`src/rtl/ysyx_24100006_icache_refill_pkg.sv`:
```
// Shared encodings for the ICache line-refill AXI4 read master.
package ysyx_24100006_icache_refill_pkg;

  typedef enum logic [1:0] {
    IDLE = 2'd0,
    AR   = 2'd1,
    R    = 2'd2,
    RESP = 2'd3
  } refill_state_e;

  localparam logic [2:0] AXI_SIZE_4B   = 3'b010;
  localparam logic [1:0] AXI_RESP_OKAY = 2'b00;

endpackage

```
`src/rtl/ysyx_24100006_perf_cnt.sv`:
```
// 32-bit enable counter, wraps modulo 2^32, synchronous active-high reset.
module ysyx_24100006_perf_cnt (
  input  logic        clk,
  input  logic        reset,
  input  logic        en,
  output logic [31:0] count
);

  always_ff @(posedge clk) begin
    if (reset)   count <= '0;
    else if (en) count <= count + 32'd1;
  end

endmodule

```
`src/rtl/ysyx_24100006_icache_refill.sv`:
```
// ICache line refill: one AXI4 INCR read burst per miss, line returned whole with an error flag.
// Optional perf counters are built only when ICACHE_REFILL_PERF_EN is defined.
module ysyx_24100006_icache_refill
  import ysyx_24100006_icache_refill_pkg::*;
#(
  parameter int LINE_WORDS = 4
) (
  input  logic                    clk,
  input  logic                    reset,
  input  logic                    req_valid,
  output logic                    req_ready,
  input  logic [31:0]             req_addr,
  output logic                    resp_valid,
  input  logic                    resp_ready,
  output logic [31:0]             resp_addr,
  output logic [LINE_WORDS*32-1:0] resp_data,
  output logic                    resp_err,
  output logic [31:0]             axi_araddr,
  output logic [7:0]              axi_arlen,
  output logic [2:0]              axi_arsize,
  output logic                    axi_arvalid,
  input  logic                    axi_arready,
  input  logic [31:0]             axi_rdata,
  input  logic [1:0]              axi_rresp,
  input  logic                    axi_rlast,
  input  logic                    axi_rvalid,
  output logic                    axi_rready,
  output logic [31:0]             perf_refills,
  output logic [31:0]             perf_cycles
);

  localparam int LINE_BYTES = LINE_WORDS * 4;
  localparam int CNT_W      = $clog2(LINE_WORDS);

  refill_state_e                  state;
  logic [CNT_W-1:0]               cnt;
  logic                           err;
  logic [LINE_WORDS-1:0][31:0]    line;
  logic                           last_word, final_beat, beat_err;
  logic [31:0]                    base;

  assign req_ready  = (state == IDLE);
  assign axi_arlen  = 8'(LINE_WORDS - 1);
  assign axi_arsize = AXI_SIZE_4B;
  assign resp_data  = line;
  assign base       = req_addr & ~32'(LINE_BYTES - 1);

  // A beat ends the burst on the counted last word or on rlast; any disagreement is an error.
  assign last_word  = (cnt == CNT_W'(LINE_WORDS - 1));
  assign final_beat = last_word || axi_rlast;
  assign beat_err   = (axi_rresp != AXI_RESP_OKAY) || (final_beat && (axi_rlast != last_word));

  always_ff @(posedge clk) begin
    if (reset) begin
      state       <= IDLE;
      axi_arvalid <= 1'b0;
      axi_rready  <= 1'b0;
      axi_araddr  <= '0;
      resp_valid  <= 1'b0;
      resp_err    <= 1'b0;
      resp_addr   <= '0;
      line        <= '0;
      cnt         <= '0;
      err         <= 1'b0;
    end else begin
      case (state)
        IDLE: if (req_valid) begin
          axi_araddr  <= base;
          resp_addr   <= base;
          axi_arvalid <= 1'b1;
          err         <= 1'b0;
          cnt         <= '0;
          state       <= AR;
        end
        AR: if (axi_arready) begin
          axi_arvalid <= 1'b0;
          axi_rready  <= 1'b1;
          state       <= R;
        end
        R: if (axi_rvalid) begin
          line[cnt] <= axi_rdata;
          cnt       <= cnt + 1'b1;
          err       <= err | beat_err;
          if (final_beat) begin
            axi_rready <= 1'b0;
            resp_valid <= 1'b1;
            resp_err   <= err | beat_err;
            state      <= RESP;
          end
        end
        RESP: if (resp_ready) begin
          resp_valid <= 1'b0;
          state      <= IDLE;
        end
        default: state <= IDLE;
      endcase
    end
  end

`ifdef ICACHE_REFILL_PERF_EN
  logic [1:0]       perf_en;
  logic [1:0][31:0] perf_cnt;

  assign perf_en = {state != IDLE, (state == RESP) && resp_ready};

  for (genvar g = 0; g < 2; g++) begin : g_perf
    ysyx_24100006_perf_cnt u_cnt (
      .clk   (clk),
      .reset (reset),
      .en    (perf_en[g]),
      .count (perf_cnt[g])
    );
  end

  assign perf_refills = perf_cnt[0];
  assign perf_cycles  = perf_cnt[1];
`else
  assign perf_refills = '0;
  assign perf_cycles  = '0;
`endif

endmodule

```
`config.mk`:
```
export PLATFORM = sky130hd
export DESIGN_NAME = ysyx_24100006_icache_refill
export DESIGN_NICKNAME = d
export VERILOG_FILES = /design/src/rtl/ysyx_24100006_icache_refill_pkg.sv /design/src/rtl/ysyx_24100006_perf_cnt.sv /design/src/rtl/ysyx_24100006_icache_refill.sv
export SDC_FILE = /design/constraint.sdc
export NUM_CORES = 1
export LEC_CHECK = 0
export ABC_AREA = 1
export CORE_UTILIZATION = 40
export CTS_CLUSTER_DIAMETER = 30
export DETAILED_ROUTE_END_ITERATION = 7
export PLACE_DENSITY = 0.79
export SYNTH_ARGS = -nofsm -noshare
export SYNTH_HDL_FRONTEND = slang
export SYNTH_SLANG_ARGS = --single-unit
```
`constraint.sdc`:
```
create_clock -name clk -period 2.2 [get_ports clk]
set_input_delay 0.44 -clock clk [delete_from_list [all_inputs] [get_ports clk]]
set_output_delay 0.44 -clock clk [all_outputs]
set_load 0.01 [all_outputs]
```
==> impl_metrics.csv, run 1 <==
group,metric,value,unit
run_status,outcome,"complete, no violations",
synthesis,post-synth-top-area-cell,"dfxtp_1",
placed_design,dp_cells,1301,
routing,ant_nets,0,
global_routing,grtUsageMet1,25.8,%
synthesis,synth_area_leaders,"dfxtp_1 46%, buf_4 12%, a21oi_1 9.3%",
timing,finalSetupViolCount,0,
clocking,numCtsBuffers,17,
clocking,holdBufCountCts,0,
job,max_cap_violations,0,
worst_setup_path,crit_required,1.76,ns
clocking,cts_tree,"yes",
synthesis,synth-seq-area-share,46.1,%
synthesis,yosys_warnings,0,
worst_setup_path,worst_setup_path_start_kind,"flop",
timing,maxSlewViolCount,0,
worst_hold_path,whs_path_depth,2,
global_routing,grt_max_degree,95,
worst_setup_path,crit_buf_inv,2,
timing,rsz0062_at_grt,"false",
worst_setup_path,max_stage_delay,0.59,ns
floorplan,io_pins,345,
clocking,post_cts_resized,0,
timing,min_period,2.10,ns
routing,wl_per_cell,14.9,µm
clocking,clockBufferDepth,2,
worst_setup_path,crit_type,"flop to output port",
clocking,cts-root-buf,"clkbuf_16",
routing,vias_per_cell,4.84,
global_routing,grt_pass1_vias,5788,
synthesis,syn_avg_cell_area,8.00,µm²
finish,nets,1177,
synthesis,syn-cell-area,7170,µm²
worst_setup_path,r2r_cells,8,
power_and_ir_drop,pwr_density_cell,865,nW/µm²
power_and_ir_drop,ir_drop,564,µV
routing,drcViolationCount,0,
timing,final.period_utilization,95.6,%
finish,fill_cells,1611,
routing,dr.pass1.iters,5,
finish,fin_util,55.9,%
routing,routed_wl,19800,µm
synthesis,ys_seq_elements,165,
timing,hold_viol,0,
placed_design,port_buffers,257,
routing,vias,6452,
global_routing,grtUsageMet3,4.66,%
timing,finClkSkew,0.00998,ns
synthesis,synthFlopType,"dfxtp_1",
worst_setup_path,cp_cell_sequence,"inv_1 -> ha_1 -> clkdlybuf4s50_1",
worst_setup_path,critical_path.top_delay_family,"buffers and inverters",
floorplan,coreArea,17400,µm²
power_and_ir_drop,leakagePower,3.51,nW
global_routing,met2_usage,35.0,%
global_routing,antenna_found_initial,0,
finish,syn2layout_area_growth,35.8,%
timing,fmax,476,MHz
global_routing,top_usage_layer,"met2",
clocking,clk_latency,0.41,ns
floorplan,die_area,18500,µm²
worst_setup_path,critPathCaptureType,"output port",
synthesis,yosysTopAreaCellShare,46.1,%
synthesis,yosysMostFrequentCell,"dfxtp_1",
worst_setup_path,worst_ep_arrival_time,1.66,ns
floorplan,die_w,136,µm
placed_design,routabilityCongestion,0.826,
floorplan,die_h,136,µm
clocking,clock-sinks,165,
finish,diodes,0,
clocking,cts_max_level,4,
synthesis,synth_cells,896,
worst_setup_path,cp_max_fo,4,
finish,fin_cells,1333,
placed_design,hpwl,13200,µm
global_routing,grt_pass1_wl,30000,µm
floorplan,rows,48,
synthesis,synth_cell_types,20,
synthesis,synth-async-reset-ratio,0,%
worst_hold_path,hold_path.class,"flop to flop",
clocking,post_cts_buffers,0,
timing,setup_tns,0,ns
routing,drtIter0Drc,267,
worst_setup_path,cp.depth,3,
synthesis,synth_edf_count,0,
worst_setup_path,cp_slowest_cell,"clkdlybuf4s50_1",
floorplan,start_util,41.2,%
clocking,path_clk_slew,0.06,ns
synthesis,yosys-top-cells-count,"165 x dfxtp_1, 154 x nand2_1, 133 x a21oi_1",
global_routing,grt-ovfl-total,0,
global_routing,gr-usage-all-layers,20.9,%
finish,drive_above_1_share,4.96,%
## worst register-to-register path, cell delays in order, from the launching register on
cell     delay, ns
dfxtp_1       0.40
inv_1         0.09
ha_1          0.27
nand2_2       0.14
inv_4         0.08
nand2_1       0.08
buf_4         0.33
nand2_1       0.14
a21oi_1       0.15
## state kept, by name (all words and copies together), names as in the netlist
register and flops:
state 2, axi_arvalid 1, resp_valid 1, resp_data 128, err 1, cnt 2
resp_err 1, axi_rready 1, axi_araddr 28
## logic make-up after synthesis
group / Yosys count / synth area share [%]
AOI/OAI and AO/OA: 166 / 11.6
adders and majority gates: 9 / 1.57
buffers and inverters: 195 / 19.5
DFF: 165 / 46.1
other: 2 / 0.105
and+or+nand+nor: 359 / 21.1
## final timing paths
path	start	endpoint	slack, ns
worst min register to register	resp_data[125]$_SDFFE_PP0P_	resp_data[125]$_SDFFE_PP0P_	0.46
worst min-delay path	resp_data[125]$_SDFFE_PP0P_	resp_data[125]$_SDFFE_PP0P_	0.46
worst max register to register	state[0]$_SDFFE_PP0P_	resp_data[18]$_SDFFE_PP0P_	0.46
worst max-delay path	state[0]$_SDFFE_PP0P_	req_ready	0.1
## through the flow
stage / setup WS, ns / power, mW / hold slack [ns] / cell area [µm²]
floorplan: 0.661 / 4.97 / 0.440 / 7470
global placement: 0.319 / 5.66 / 0.447 / 9190
detailed placement: 0.291 / 5.69 / 0.452 / 9190
CTS: 0.0740 / 8.51 / 0.445 / 9740
global route: 0.0234 / 8.88 / 0.465 / 9740
finish: 0.0979 / 8.42 / 0.460 / 9740
## metal layers
metal / share of wire (%) / up-vias
met3: 7.3 / 30
met4: 2.0 / 0
met5: 0 / -
met2: 49 / 263
met1: 41 / 3018
li1: - / 3141
## cell usage in the layout, fill, tap and decap left out, drive strengths merged
master,count
bufinv,1
nand3,132
clkinvlp,4
nor2,72
inv,20
ha,9
o21ai,32
buf,20
clkdlybuf4s50,256
nand2,155
conb,83
clkinv,4
clkbuf,21
a31oi,1
dfxtp,165
a21oi,133
## power breakdown
group | switching (mW) | total, mW | internal (mW)
Sequential | 0.186 | 3.43 | 3.25
Combinational | 1.15 | 2.19 | 1.04
Clock | 1.21 | 2.80 | 1.59
## area by class of cell
class | instances | area, µm² | share of cell area (%)
Clock buffer | 21 | 450 | 4.63
Clock inverter | 11 | 101 | 1.04
Inverter | 18 | 70.1 | 0.720
Multi-Input combinational cell | 617 | 2780 | 28.6
Sequential cell | 165 | 3300 | 33.9
Tap cell | 225 | 282 | 2.89
Timing Repair Buffer | 276 | 2750 | 28.2
Power figures use the tool's default switching activity.
==> run 2, diff against run 1 <==
==> constraint.sdc (replaced) <==
create_clock -name clk -period 2.43 [get_ports clk]
set_input_delay 0.486 -clock clk [delete_from_list [all_inputs] [get_ports clk]]
set_output_delay 0.486 -clock clk [all_outputs]
set_load 0.01 [all_outputs]
==> run 2 against run 1 <==
Sequential power decreased by 9.3%. Clock skew increased by 0.0043 ns. Highest routed layer unchanged. Clock-buffer cell count unchanged. Critical path type unchanged. Routed wire length increased by 0.97%. Cell count decreased by 0.23%. Clock power about the same. Non-clock buffer count decreased by 2. Sequential cell count unchanged.
==> impl_metrics.csv, run 2 (synthesized netlist as in run 1, its figures left out) <==
group,metric,value,unit
run_status,outcome,"complete, no violations",
routing,drcViolationCount,0,
power_and_ir_drop,pwr-share-comb,25.2,%
worst_setup_path,cp_max_fo,4,
worst_setup_path,worst_ep_arrival_time,1.66,ns
global_routing,grt-ovfl-total,0,
power_and_ir_drop,total_power,7.88,mW
worst_setup_path,r2r_start,"state[0]$_SDFFE_PP0P_",
worst_setup_path,worstSetupStartpoint,"state[0]$_SDFFE_PP0P_",
worst_setup_path,crit_type,"flop to output port",
finish,diodes,0,
finish,multi_input_area,2780,µm²
finish,syn2layout_area_growth,36.4,%
finish,drive_above_1_share,4.80,%
placed_design,routabilityCongestion,0.825,
worst_setup_path,r2r_cells,7,
worst_setup_path,crit_required,1.94,ns
worst_setup_path,r2r_setup_slack,0.69,ns
placed_design,hpwl,13200,µm
finish,largest_reg_flops,128,
timing,setup_tns,0,ns
global_routing,grt_pass1_vias,5708,
clocking,clock-sinks,165,
worst_hold_path,whs_path_depth,2,
global_routing,gr-usage-all-layers,21.1,%
timing,finClkSkew,0.0142,ns
routing,routed_wl,20000,µm
global_routing,grt_max_degree,90,
job,max_cap_violations,0,
global_routing,antenna_found_initial,0,
finish,seq_area,3300,µm²
floorplan,io_pins,345,
timing,final.period_utilization,88.5,%
floorplan,rows,48,
power_and_ir_drop,leakagePower,3.53,nW
global_routing,grt_pass1_wl,30200,µm
power_and_ir_drop,switching_share,29.5,%
clocking,clk_latency,0.43,ns
finish,final_common_cell,"clkdlybuf4s50_1",
timing,finalSetupViolCount,0,
floorplan,die_area,18500,µm²
timing,min_period,2.15,ns
routing,vias_per_cell,4.83,
power_and_ir_drop,p_int,5.55,mW
power_and_ir_drop,power_frac_clock,35.4,%
clocking,path_clk_slew,0.06,ns
finish,layout_common_cells,"256 x clkdlybuf4s50_1, 165 x dfxtp_1, 154 x nand2_1, 133 x a21oi_1, 132 x nand3_1",
clocking,cts-root-buf,"clkbuf_16",
timing,hold_viol,0,
routing,drtIter0Drc,362,
routing,dr.pass1.iters,4,
clocking,cts_tree,"yes",
placed_design,port_buffers,257,
clocking,post_cts_resized,0,
floorplan,die_w,136,µm
power_and_ir_drop,p_sw,2.33,mW
worst_hold_path,hp-start,"resp_data[44]$_SDFFE_PP0P_",
floorplan,coreArea,17400,µm²
worst_hold_path,hold_end,"resp_data[44]$_SDFFE_PP0P_",
worst_hold_path,hold_path.class,"flop to flop",
timing,fmax,465,MHz
worst_setup_path,worst_setup_path_start_kind,"flop",
routing,wl_per_cell,15.1,µm
power_and_ir_drop,pwr_density_cell,805,nW/µm²
finish,fill_cells,1569,
floorplan,start_util,41.2,%
timing,maxSlewViolCount,0,
clocking,numCtsBuffers,17,
clocking,clockBufferDepth,2,
finish,nets,1175,
clocking,holdBufCountCts,0,
worst_setup_path,r2r-end,"resp_data[10]$_SDFFE_PP0P_",
floorplan,die_h,136,µm
power_and_ir_drop,ir_drop,551,µV
timing,rsz0062_at_grt,"false",
clocking,cts_max_level,4,
power_and_ir_drop,p_seq_share,39.5,%
clocking,post_cts_buffers,0,
routing,ant_nets,0,
worst_setup_path,critPathCaptureType,"output port",
routing,vias,6425,
==> run 2: changes by cell type in the layout (fill, tap and decap cells not counted), sizes merged <==
cell / before / now
buf: 20 / 18
bufinv: 1 / 3
clkinv: 4 / 2
clkinvlp: 4 / 3
==> run 2: stage by stage <==
step           setup slack [ns]  cells  utilization (%)  cell area, µm²  hold WS, ns
5_1_grt                   0.176   1330             56.1            9780        0.472
3_5_place_dp              0.399   1299             52.7            9170        0.451
6_report                  0.280   1330             56.1            9780        0.459
3_3_place_gp              0.418   1299             52.7            9170        0.448
4_1_cts                   0.251   1330             56.1            9780        0.461
2_1_floorplan             0.891    977                -            7470        0.440
==> run 2: layout make-up <==
| class | instances | area share [%] |
|---|---|---|
| clock buffer | 21 | 4.71 |
| clock inverter | 10 | 1.51 |
| inverter | 18 | 0.716 |
| multi-input combinational | 617 | 28.4 |
| tap | 225 | 2.88 |
| timing repair buffer | 274 | 28.0 |
| sequential | 165 | 33.8 |
==> run 2: how the worst max path moves through the flow <==
| stage | to | slack, ns | cells after the start |
|---|---|---|---|
| 3_5_place_dp | resp_data[10]$_SDFFE_PP0P_ | 0.40 | 6 |
| 4_1_cts | req_ready | 0.25 | 3 |
| 6_report | req_ready | 0.28 | 3 |
| 3_3_place_gp | resp_data[10]$_SDFFE_PP0P_ | 0.42 | 6 |
| 2_1_floorplan | state[1]$_SDFFE_PP0P_ | 0.89 | 11 |
| 5_1_grt | req_ready | 0.18 | 3 |
==> run 2: layer usage <==
layer	vias to the layer above	GRT usage (%)	wire length (µm)
met2	272	33.7	9540
met3	29	5.11	1450
met1	2992	27.2	8590
met4	0	8.95	447
li1	3132	-	-
met5	-	0	0
==> run 2: worst max-delay path, stage by stage (launching register included) <==
cell	delay, ns
dfxtp_1	0.40
inv_1	0.08
ha_1	0.24
clkdlybuf4s50_1	0.51
==> run 2: power by group through the flow <==
stage	sequential [mW]	clock, mW	combinational, mW
2_1_floorplan	3.24	0	1.26
3_3_place_gp	3.16	0	1.96
3_5_place_dp	3.17	0	1.99
4_1_cts	3.11	2.84	1.99
5_1_grt	3.14	2.97	2.15
6_report	3.11	2.79	1.98
